[config.mk]
export PLATFORM = sky130hd
export DESIGN_NAME = reg_file
export DESIGN_NICKNAME = d
export VERILOG_FILES = /design/src/rtl/reg_file_pkg.sv /design/src/rtl/reg_file.sv
export SDC_FILE = /design/constraint.sdc
export NUM_CORES = 2
export LEC_CHECK = 0
export CAP_MARGIN = 20
export CORE_ASPECT_RATIO = 0.6
export CORE_MARGIN = 2
export CORE_UTILIZATION = 45
export CTS_CLUSTER_SIZE = 10
export DETAILED_ROUTE_END_ITERATION = 16
export SLEW_MARGIN = 40
export SYNTH_ARGS = -nofsm -noshare
export SYNTH_HDL_FRONTEND = slang
export SYNTH_SLANG_ARGS = --single-unit
[constraint.sdc]
create_clock -name clk -period 1.6 [get_ports clk]
set_input_delay 0.16 -clock clk [delete_from_list [all_inputs] [get_ports clk]]
set_output_delay 0.16 -clock clk [all_outputs]
set_load 0.1 [all_outputs]
[src/rtl/reg_file_pkg.sv]
// Shared RISC-V integer register file constants and types.
package reg_file_pkg;

  localparam int unsigned XLEN       = 32;
  localparam int unsigned REG_ADDR_W = 5;
  localparam int unsigned NUM_REGS   = 32;
  localparam int unsigned ZERO_REG   = 0;

  typedef logic [REG_ADDR_W-1:0] reg_addr_t;

endpackage

[src/rtl/reg_file.sv]
// Integer register file: x0 hardwired to zero, two combinational read ports,
// one synchronous write port, optional same-cycle write-to-read forwarding.
module reg_file
  import reg_file_pkg::*;
#(
  parameter int unsigned DATA_W = XLEN,
  parameter int unsigned ADDR_W = REG_ADDR_W,
  parameter bit          BYPASS = 1'b0
) (
  input  logic              clk,
  input  logic              rst_n,
  input  logic              we,
  input  logic [ADDR_W-1:0] wa,
  input  logic [DATA_W-1:0] wd,
  input  logic [ADDR_W-1:0] ra1,
  input  logic [ADDR_W-1:0] ra2,
  output logic [DATA_W-1:0] rd1,
  output logic [DATA_W-1:0] rd2
);

  localparam int unsigned       Depth    = 1 << ADDR_W;
  localparam logic [ADDR_W-1:0] ZeroAddr = ADDR_W'(ZERO_REG);

  // x0 has no storage; the array starts at index 1.
  logic [DATA_W-1:0] regs_q [1:Depth-1];

  logic write_ok;
  assign write_ok = we && (wa != ZeroAddr);

  always_ff @(posedge clk or negedge rst_n) begin
    if (!rst_n) begin
      for (int unsigned i = 1; i < Depth; i++) begin
        regs_q[i] <= '0;
      end
    end else if (write_ok) begin
      regs_q[wa] <= wd;
    end
  end

  // Forwarding is gated by rst_n so reads stay zero while reset is held.
  function automatic logic [DATA_W-1:0] read_port(input logic [ADDR_W-1:0] ra);
    logic [DATA_W-1:0] data;
    data = '0;
    if (ra != ZeroAddr) begin
      if (BYPASS && rst_n && write_ok && (wa == ra)) begin
        data = wd;
      end else begin
        data = regs_q[ra];
      end
    end
    return data;
  endfunction

  assign rd1 = read_port(ra1);
  assign rd2 = read_port(ra2);

endmodule

== Word level (Yosys, flattened, before mapping) ==
Index checks and enable logic that the tools add are counted.
Operators by class
  $lt $le $gt $ge: 4
  mux-type cells: 11
  bitwise logic cells: 3
  reduce and logical (&&, ||, !) cells: 5
Operators by type and width (count)
  $bwmux W992: 1
  $bmux W32 S5: 2
  $mux W32: 7
  $demux W32 S5: 1
  $ge A6 B6 Y1 const B: 3
  $not A5 Y6: 3
  $reduce_bool A5 Y1: 3
  $lt A6 B1 Y1 const B: 1
  $logic_and A1 B1 Y1: 2
Storage, ports and cells
  register bits: 992
  input port bits: 50
  output and inout port bits: 64
  word-level logic and storage cells: 54

== Logic depth before layout (Yosys ltp) ==
  depth after elaboration: 6
  depth in mapped cells: 9
  mapped depth without buffers: 4

== Least setup slack after synthesis ==
Ideal clock, no wire load.
  path kind: in2out
  start point: input port ra1[1]
  end point: output port rd1[31]
  arrival: 4.225 ns
  required time: 1.440 ns
  path slack: -2.785 ns
  stages on the path: 7
  path buffers: 3
  path through: buf_2 > buf_6 > or2_2 > buf_2 > o22ai_1 > nor3_1 > nor4b_1
Between the ends
  cells in the longest elaborated chain, start to end: 5
  elaborated cells between the ends (all ways): 6
  classes of those cells: mux: 4; bitwise: 1; reduce/logical: 1
RTL lines
  from (decl): line reg_file.sv:15  | input logic [ADDR_W-1:0] ra1,
  $not A5 Y6 (not written as such): line reg_file.sv:48  | data = regs_q[ra];
  $bmux W32 S5: line reg_file.sv:48
  $mux W32 (not written as such) (2 in a row): line reg_file.sv:48
  $mux W32 *: line reg_file.sv:44  | if (ra != ZeroAddr) begin
  to (decl): line reg_file.sv:17  | output logic [DATA_W-1:0] rd1,
Every way passes the cells marked *; elsewhere a longest branch is shown, timed or not. The select of a mux whose other input is x is not followed.

== Worst setup path in the final report ==
  start point: register regs_q[477] in the netlist's numbering
  end point: output port rd2[29]
Between the ends
  cells in the longest elaborated chain, start to end: 4
RTL lines
  from (decl): line reg_file.sv:25  | logic [DATA_W-1:0] regs_q [1:Depth-1];
  from (signal, indexed assignment): line reg_file.sv:36  | regs_q[wa] <= wd;
  $bmux W32 S5: line reg_file.sv:48
  $mux W32 (not written as such) (2 in a row): line reg_file.sv:48
  $mux W32: line reg_file.sv:44
  to (decl): line reg_file.sv:18  | output logic [DATA_W-1:0] rd2
Every way passes these cells. The select of a mux whose other input is x is not followed.

==> flow_summary_export.csv <==
group,metric,value,unit
clock_tree,cts_made_buffers,110,
route,wl,184,mm
sta,fmax,0.374,GHz
logic_synthesis,ys_seq_elements,992,
sta,timing.final.ws_setup,-1070,ps
route,vias,38500,
grt,grt_pass1_vias,39000,
grt,overflow,0,
grt,grt_max_degree,120,
placed_design,placedCellCount,5945,
clock_tree,clk_pin_slew_worst_paths,60,ps
setup_path,crit_type,"reg2out",
logic_synthesis,syn_area,0.0534,mm2
setup_path,crit_required,1440,ps
cells_and_area,top_regs,"regs_q (992)",
sta,period_minus_slack,2670,ps
logic_synthesis,ys_seq_area_share,46.5,%
power,internal_power,0.0537,W
status,violations,"setup timing",
logic_synthesis,synth.most_common_cell,"mux2_2",
sta,tightest_slew,775,ps
setup_path,slowest_stage,"nor4_4",
setup_path,cp.arrival,2510,ps
setup_path,worstPathMaxFanout,2,
floorplan,die_h,271,um
floorplan,die-area,0.121,mm2
setup_path,cp_cell_sequence,"mux2i_1, o22ai_2, nor3_2, nor4_4, buf_12",
logic_synthesis,avgSynthCellArea,13.1,um2
power,swShare,30.7,%
logic_synthesis,synthCells,4066,
logic_synthesis,netlist.area_leader.share,46.5,%
clock_tree,cts_buffer_depth,3,
logic_synthesis,synth_area_leaders,"dfrtp_1 (46%), mux2_2 (22%), mux2i_1 (11%)",
floorplan,ioPinCount,114,
grt,grt_usage,30.2,%
floorplan,core,0.117,mm2
cells_and_area,regMostFlops,"regs_q",
setup_path,critPathMaxStageDelay,720,ps
power,p_leak,30.2,nW
grt,antenna_found_initial,0,
floorplan,fp-row-count,97,
power,power_density,1150,mW/mm2
sta,rsz0062_at_grt,"yes",
route,drt_iter0_drc,3698,
logic_synthesis,async_reset_ff_share,100,%
clock_tree,cts_sinks,992,
cells_and_area,fin_area,0.0675,mm2
power,power_frac_clock,29.2,%
logic_synthesis,synth_nets,4116,
cells_and_area,final_core_util,57.6,%
clock_tree,cts_root_buf,"clkbuf_16",
logic_synthesis,yosys.area.top_type,"dfrtp_1",
logic_synthesis,synthTopCellsByCount,"mux2_2 (1041), dfrtp_1 (992), mux2i_1 (577)",
sta,tns,-53870,ps
power,p_comb_share,27.1,%
route,ant_nets,0,
route,drcViolationCount,0,
logic_synthesis,ys_warn_count,0,
status,status,"finished, violations left",
cells_and_area,largest_reg_flops,992,
cells_and_area,fillCellCount,9505,
logic_synthesis,synth_ff_type,"dfrtp_1",
cells_and_area,nNetsFinal,4536,
sta,setup_violations,64,
clock_tree,tritoncts,"done",
sta,hold_viol_final,0,
sta,period_share,167,%
clock_tree,insertion_delay,720,ps
cells_and_area,layout-drive-gt1-share,50.8,%
floorplan,start_util,45.5,%
placed_design,place_congestion,0.864,
floorplan,fp.dieW,449,um
clock_tree,h-tree-depth,3,
power,p_switching,0.0238,W
logic_synthesis,synth-edff-count,0,
power,ir_drop,1.12,mV
placed_design,post_dp_cell_area,0.0637,mm2
cells_and_area,syn_to_final_growth,26.4,%
min_path,min_path_type,"in2async",
logic_synthesis,synth_cell_types,41,
placed_design,io_buffers,113,
route,wl_per_cell,30.3,um
job,maxCapViolations,0,
setup_path,worst_setup_path_start_kind,"flip-flop",
sta,slew_violations,0,
setup_path,worstSetupEndpointType,"output port",
power,seq_power_share,43.7,%
sta,slew_headroom,48.0,%
placed_design,post-dp-hpwl,121,mm
route,routed_via_density,6.33,
route,first_pass_iters,5,
cells_and_area,fin_cells,6083,
sta,skew,0,ps
grt,grt_pass1_wl,273,mm
setup_path,reg2regPathDepth,3,
cells in the final DEF, fill, tap and decap left out, drive strengths merged:
master         count
and2b              2
buf              699
dlygate4sd3        2
nand4b             1
a22oi             64
or3               32
o2111a             1
diode              1
o22ai            287
and2               2
dfrtp            992
nand3b             2
nand4              1
nor3b              1
clkinv             1
dlygate4sd2        1
nor3             131
a221o             32
and3               3
inv                3
nor2b             41
mux2i            577
a21oi             32
nor2              15
nand2b            10
nand3              5
nand2             20
clkbuf           120
mux4             128
a211oi            63
clkdlybuf4s50     41
or2                4
a221oi            31
nor4              32
nor4b              1
mux2            1120
or3b               1
what timing repair did:
| action | in CTS | in global routing |
|---|---|---|
| hold buffers | 2 | 0 |
| resized for setup | 102 | 66 |
| hold endpoints to repair | 927 | 0 |
| setup buffers | 24 | 3 |
| setup endpoints to repair | 64 | 76 |
| pin swaps | 89 | 30 |
kinds of logic after synthesis:
group                  synth area share, %
AND/OR/NAND/NOR                       3.15
flip-flops                            46.5
buffers and inverters                 3.92
multiplexers                          39.8
AO/OA/AOI/OAI                         6.58
path summary, 6_finish.rpt:
path	startpoint	to	slack (ps)
min reg2reg	regs_q[919]	regs_q[919]	510
max in group asynchronous	rst_n	regs_q[905]	510
max	regs_q[477]	rd2[29]	-1070
max reg2reg	regs_q[553]	regs_q[553]	580
min in group clk	wd[19]	regs_q[83]	370
min	rst_n	regs_q[270]	150
routing by layer:
metal,global-route usage [%],part of all wire (%)
met4,8.20,2.8
met3,5.56,7.4
met2,43.8,43
met1,46.1,47
met5,0,0
layout make-up:
type / count / area, um2 / share of cell area [%]
sequential: 992 / 24800 / 36.8
antenna: 1 / 2.50 / 0.00371
multi-input combinational: 2639 / 28800 / 42.7
clock inverter: 4 / 53.8 / 0.0797
tap: 1584 / 1980 / 2.94
clock buffer: 120 / 2850 / 4.23
timing repair buffer: 743 / 8940 / 13.2
through the flow:
step	power (W)	worst slack, ps	hold WS, ps
4_1_cts	0.0774	-1040	115
3_5_place_dp	0.0542	-997	54.5
5_1_grt	0.0808	-1070	143
6_report	0.0775	-1070	149
3_3_place_gp	0.0537	-965	62.7
2_1_floorplan	0.0468	-835	-136
power groups by stage:
| stage | logic, W | registers (W) | clock network [W] |
|---|---|---|---|
| 2_1_floorplan | 0.0140 | 0.0329 | 0 |
| 3_3_place_gp | 0.0199 | 0.0338 | 0 |
| 3_5_place_dp | 0.0202 | 0.0340 | 0 |
| 4_1_cts | 0.0208 | 0.0336 | 0.0230 |
| 5_1_grt | 0.0223 | 0.0344 | 0.0241 |
| 6_report | 0.0210 | 0.0338 | 0.0226 |
critical path, delay by kind of cell, from the launching register on:
kind	cells	cell delay [ps]
AOI/OAI and AO/OA	1	230
and+or+nand+nor	2	800
DFF	1	380
muxes	1	100
buffers and inverters	1	260
Note: power is estimated with default switching activity, not from simulation.
